==> src/rtl/seq_state_detector.sv <==
// seq_state_detector: watches a W-bit symbol stream and pulses hit for each
// occurrence of a programmable pattern of up to DEPTH symbols. It supports
// overlapping and non-overlapping match modes, a saturating hit counter and
// a sticky illegal-command flag.
// Optional feature macro: SEQ_DET_MASK_EN adds pat_mask, a per-bit
// don't-care mask that is written alongside pat_data.
//
// state | meaning
// ------+----------------------------------------------------------------
// IDLE  | not detecting; pattern memory is writable
// FILL  | armed; fewer than len symbols seen since arm or last non-overlap hit
// RUN   | armed; history holds len valid symbols, every symbol is a candidate
module seq_state_detector #(
  parameter int W     = 4,
  parameter int DEPTH = 8,
  parameter int CNT_W = 8,
  localparam int IDX_W = (DEPTH > 1) ? $clog2(DEPTH) : 1,
  localparam int LEN_W = $clog2(DEPTH + 1)
) (
  input  logic             clk,
  input  logic             r,
  input  logic             in_valid,
  input  logic [W-1:0]     in_data,
  input  logic             pat_we,
  input  logic [IDX_W-1:0] pat_idx,
  input  logic [W-1:0]     pat_data,
`ifdef SEQ_DET_MASK_EN
  input  logic [W-1:0]     pat_mask,
`endif
  input  logic [LEN_W-1:0] pat_len,
  input  logic             overlap,
  input  logic             arm,
  input  logic             disarm,
  output logic             hit,
  output logic [CNT_W-1:0] hit_count,
  output logic [1:0]       state,
  output logic             err
);

  typedef enum logic [1:0] {S_IDLE = 2'd0, S_FILL = 2'd1, S_RUN = 2'd2} state_t;

  state_t           r_state;
  logic [W-1:0]     r_pat  [DEPTH];
`ifdef SEQ_DET_MASK_EN
  logic [W-1:0]     r_mask [DEPTH];
`endif
  logic [W-1:0]     r_hist [DEPTH];
  logic [LEN_W-1:0] r_fill;
  logic [LEN_W-1:0] r_len;
  logic             r_ovl;
  logic             r_hit;
  logic [CNT_W-1:0] r_cnt;
  logic             r_err;

  logic [W-1:0]     w_hist_nxt [DEPTH];
  logic [LEN_W-1:0] w_fill_nxt;
  logic             w_match;
  logic             w_accept;
  logic             w_len_ok;
  logic             w_pat_wr;
  logic             w_pat_bad;
  logic             w_arm_bad;
  logic             w_hit;

  assign w_accept  = in_valid && (r_state != S_IDLE) && !arm && !disarm;
  assign w_len_ok  = (pat_len != '0) && (int'(pat_len) <= DEPTH);
  assign w_pat_wr  = pat_we && (r_state == S_IDLE) && !arm && (int'(pat_idx) < DEPTH);
  assign w_pat_bad = pat_we && !w_pat_wr;
  // disarm dominates arm, so a bad length alongside disarm is not an error
  assign w_arm_bad = arm && !disarm && !w_len_ok;
  assign w_fill_nxt = (r_fill >= r_len) ? r_len : r_fill + 1'b1;
  assign w_hit     = w_accept && w_match && (w_fill_nxt == r_len);

  // history as it will look after shifting in the current symbol (index 0 = newest)
  always_comb begin
    w_hist_nxt[0] = in_data;
    for (int i = 1; i < DEPTH; i++) w_hist_nxt[i] = r_hist[i-1];
  end

  // compare newest-i against pattern[len-1-i] for every i < len
  always_comb begin
    logic [W-1:0] care;
    w_match = 1'b1;
    care    = '1;
    for (int i = 0; i < DEPTH; i++) begin
      for (int j = 0; j < DEPTH; j++) begin
        if ((i < int'(r_len)) && (j == int'(r_len) - 1 - i)) begin
`ifdef SEQ_DET_MASK_EN
          care = ~r_mask[j];
`else
          care = '1;
`endif
          if (((w_hist_nxt[i] ^ r_pat[j]) & care) != '0) w_match = 1'b0;
        end
      end
    end
  end

  // control FSM, pattern memory, history and registered outputs
  always_ff @(posedge clk) begin
    if (r) begin
      r_state <= S_IDLE;
      r_hit   <= 1'b0;
      r_cnt   <= '0;
      r_err   <= 1'b0;
      r_fill  <= '0;
      r_len   <= '0;
      r_ovl   <= 1'b0;
      for (int i = 0; i < DEPTH; i++) begin
        r_pat[i]  <= '0;
        r_hist[i] <= '0;
`ifdef SEQ_DET_MASK_EN
        r_mask[i] <= '0;
`endif
      end
    end else begin
      r_hit <= 1'b0;
      if (w_pat_bad || w_arm_bad) r_err <= 1'b1;
      if (w_pat_wr) begin
        r_pat[pat_idx] <= pat_data;
`ifdef SEQ_DET_MASK_EN
        r_mask[pat_idx] <= pat_mask;
`endif
      end
      if (disarm) begin
        r_state <= S_IDLE;
      end else if (arm) begin
        if (w_len_ok) begin
          r_len   <= pat_len;
          r_ovl   <= overlap;
          r_fill  <= '0;
          r_cnt   <= '0;
          r_state <= S_FILL;
          for (int i = 0; i < DEPTH; i++) r_hist[i] <= '0;
        end else begin
          r_state <= S_IDLE;
        end
      end else if (w_accept) begin
        for (int i = 0; i < DEPTH; i++) r_hist[i] <= w_hist_nxt[i];
        if (w_hit) begin
          r_hit <= 1'b1;
          if (r_cnt != '1) r_cnt <= r_cnt + 1'b1;
          if (!r_ovl) begin
            r_fill  <= '0;
            r_state <= S_FILL;
          end else begin
            r_fill  <= w_fill_nxt;
            r_state <= S_RUN;
          end
        end else begin
          r_fill  <= w_fill_nxt;
          r_state <= (w_fill_nxt == r_len) ? S_RUN : S_FILL;
        end
      end
    end
  end

  assign hit       = r_hit;
  assign hit_count = r_cnt;
  assign state     = r_state;
  assign err       = r_err;

endmodule

==> config.mk <==
export PLATFORM = sky130hd
export DESIGN_NAME = seq_state_detector
export DESIGN_NICKNAME = d
export VERILOG_FILES = /design/src/rtl/seq_state_detector.sv
export SDC_FILE = /design/constraint.sdc
export NUM_CORES = 1
export LEC_CHECK = 0
export ABC_AREA = 1
export BUFFER_PORTS_ARGS = -buffer_cell sky130_fd_sc_hd__buf_2
export CORE_UTILIZATION = 45
export CTS_CLUSTER_DIAMETER = 50
export CTS_CLUSTER_SIZE = 30
export DETAILED_ROUTE_END_ITERATION = 16
export PLACE_DENSITY_LB_ADDON = 0.08
export SETUP_SLACK_MARGIN = 0.4
export SLEW_MARGIN = 10
export SYNTH_ARGS = -nofsm -noshare
export SYNTH_HDL_FRONTEND = slang
export SYNTH_SLANG_ARGS = --single-unit
==> constraint.sdc <==
create_clock -name clk -period 4.96 [get_ports clk]
set_input_delay 0.248 -clock clk [delete_from_list [all_inputs] [get_ports clk]]
set_output_delay 0.248 -clock clk [all_outputs]
set_load 0.03 [all_outputs]
==> results.tsv <==
metric	value	unit
startpoint types	flip-flop	
core footprint	18100	um^2
Clock H-tree levels	3	
most frequent cells after synthesis	nand2_1, nor2_1, inv_1	
Setup TNS Final	0	ns
Post-Synthesis Cell Area	8400	um^2
die width	139	um
die height	139	um
post-route DRC violation count	0	
Critical Path Most Common Cell	nand2_1	
Static Leak	4.41	nW
ys async rst share	0	%
Area Overhead vs Synth	4.60	%
cell-by-cell trace of the critical path	inv_2 > ha_1 > inv_2 > nand2_2 > nand2_4 > inv_4 > ha_1 > nand2_1 > nor2_1 > nand3_1 > nand2_1 > nand4_1 > nand2_1 > nand2_1 > inv_1 > nand2_1 > nor2_2 > nand3_2 > nand2_4 > nand3_4 > nand2_1 > nand2_1 > nor2_1	
CP Class	flip-flop to flip-flop	
CTS tree	built	
CP max FO	11	
vias in the first global route	7755	
Cell Int Power	1.24	mW
DR pass1 iterations	6	
Post-CTS Hold Buffers	0	
status	finished clean	
sequential cell area fraction in the yosys report	26.0	%
CP max-delay cell	dfxtp_1	
fin nets	1388	
f_max	0.295	GHz
die area	19200	um^2
number of cells upsized or downsized after cts	0	
slew margin rel.	22.4	%
starting density of the core	46.3	%
routed wl met3	2590	um
DR WL/cell	19.4	um
CP Data Required Time	5.26	ns
Total Wirelength	30600	um
clk sinks	81	
Post-synth EDFFs	56	
vias per std cell	5.39	
clock-pin slew on the worst setup and hold paths	0.07	ns
root buffer cell	clkbuf_16	
Synth top area share	23.0	%
fin. max-slew vios	0	
Sequential Power Share	43.3	%
gr ovfl total	0	
Clock power frac	35.7	%
RSZ-0062 raised after global routing	false	
initial antenna violation count	0	
Tmin final	3.39	ns
sw frac	35.8	%
I/O Pins	34	
CP peak stage delay	0.57	ns
later-pin clock latency in the skew report	0.36	ns
DRT iter0 DRCs	933	
switching power	0.692	mW
top layer in use	met4	
Critical Path AT	3.69	ns
Tcrit/Tclk final	68.4	%
dominant cell type by area after synthesis	nand2_1	
Mapped Cells	1377	
combinational cell fraction of total power	21.0	%
Setup crit end kind	flip-flop	
post-DP HPWL	22400	um
clock skew	0.0144	ns
met2 wire length	13400	um
vias	8522	
CTS Buf Count	9	
routed length on met1	13300	um
IO buf count	33	
peak supply drop	0.000164	V
gr usage total	32.6	%
setup bufs post-CTS	0	
number of synthesis warnings	0	
Antenna Violating Nets Remaining	0	
top-count cell post-synth	nand2_1	
Slew @ Worst Pin	1.16	ns
first-pass GRT wire length	46700	um
Seq cells post-synth	81	
final count of negative-setup-slack endpoints	0	
Cell Pwr Density	220	nW/um^2
synthesized net count	1417	
antenna cell count	0	
Worst Hold Class	input pin to flip-flop	
largest net degree at the start of global routing	30	
post-synth cell types	31	
gpl congestion	0.992	
syn avg cell area	6.10	um^2
share of cells above drive strength 1	5.47	%
Rows	49	
Final Hold Viols	0	
top cells by area, synth	nand2_1, edfxtp_1, nor2_1	
Pwr Total	1.93	mW
main flop type after synthesis	edfxtp_1	
Clock Path Buffers	2	
fill count	1933	
max-cap violations	0	
==> cells in the final DEF, fill, tap and decap left out, drive strengths merged, types with 2 or more instances in the layout <==
cell type and instances:
nand2 524, nor2 251, inv 137, xor2 100, edfxtp 56, xnor2 51, nand3 50, a21oi 37
buf 33, nand4 30, dfxtp 25, ha 18, o21ai 11, clkbuf 9, o22ai 8, nor3 3
nand3b 3, o21bai 2
==> cell families after synthesis <==
logic type / Yosys count / synth area share, %
buffers and inverters: 205 / 10.3
AO/OA/AOI/OAI: 59 / 3.72
AND/OR/NAND/NOR: 863 / 41.6
XOR/XNOR: 151 / 15.7
flip-flops: 81 / 26.0
adder cells (fa/ha/maj): 18 / 2.68
==> worst max-delay path, delay by kind of cell, from the launching register on <==
kind | cells | cell delay [ns]
adders and majority gates | 2 | 0.70
DFF | 1 | 0.57
and+or+nand+nor | 17 | 1.62
buffers and inverters | 4 | 0.44
==> power groups by stage <==
stage | Sequential [mW] | Clock [mW] | Combinational, mW
final | 0.836 | 0.691 | 0.406
after global routing | 0.838 | 0.725 | 0.456
after CTS | 0.832 | 0.701 | 0.401
after detailed placement | 0.847 | 0 | 0.399
after global placement | 0.847 | 0 | 0.400
after floorplan | 0.769 | 0 | 0.352
==> area by class of cell <==
class                           count  area [um^2]  share of cell area, %
Clock inverter                      7         72.6                  0.826
Sequential cell                    81         2180                   24.8
Tap cell                          229          287                   3.26
Timing Repair Buffer               33          165                   1.88
Clock buffer                        9          225                   2.56
Multi-Input combinational cell   1091         5360                   61.0
Inverter                          132          498                   5.67
==> state kept, by name (all words and copies together) (netlist names), 2 cells and up <==
| signal | count |
|---|---|
| r_pat | 32 |
| r_hist | 28 |
| r_len | 4 |
| state | 2 |
| r_fill | 4 |
| hit_count | 8 |
==> worst paths after layout <==
check / startpoint / to / slack, ns / cells past startpoint
setup / recovery: r_len[0] / hit_count[0] / 1.57 / 23
hold / removal: overlap / r_ovl / 0.13 / 3
setup reg to reg: r_len[0] / hit_count[0] / 1.57 / 23
hold reg to reg: r_ovl / r_ovl / 0.49 / 2
==> metal layers <==
layer	track usage, %	up-vias
met5	0	-
met3	4.18	78
met2	50.4	390
met4	15.4	0
met1	45.3	3909
li1	-	4145
==> through the flow <==
step           instances  setup slack, ns  hold WS (ns)  util, %  cell area [um^2]
2_1_floorplan       1377             2.15         0.317        -              8400
3_3_place_gp        1566             1.68         0.475     46.8              8490
3_5_place_dp        1566             1.59         0.467     46.8              8490
4_1_cts             1582             1.59         0.136     48.4              8780
5_1_grt             1582             1.19         0.168     48.4              8780
6_report            1582             1.57         0.132     48.4              8780
Power figures use the tool's default switching activity.
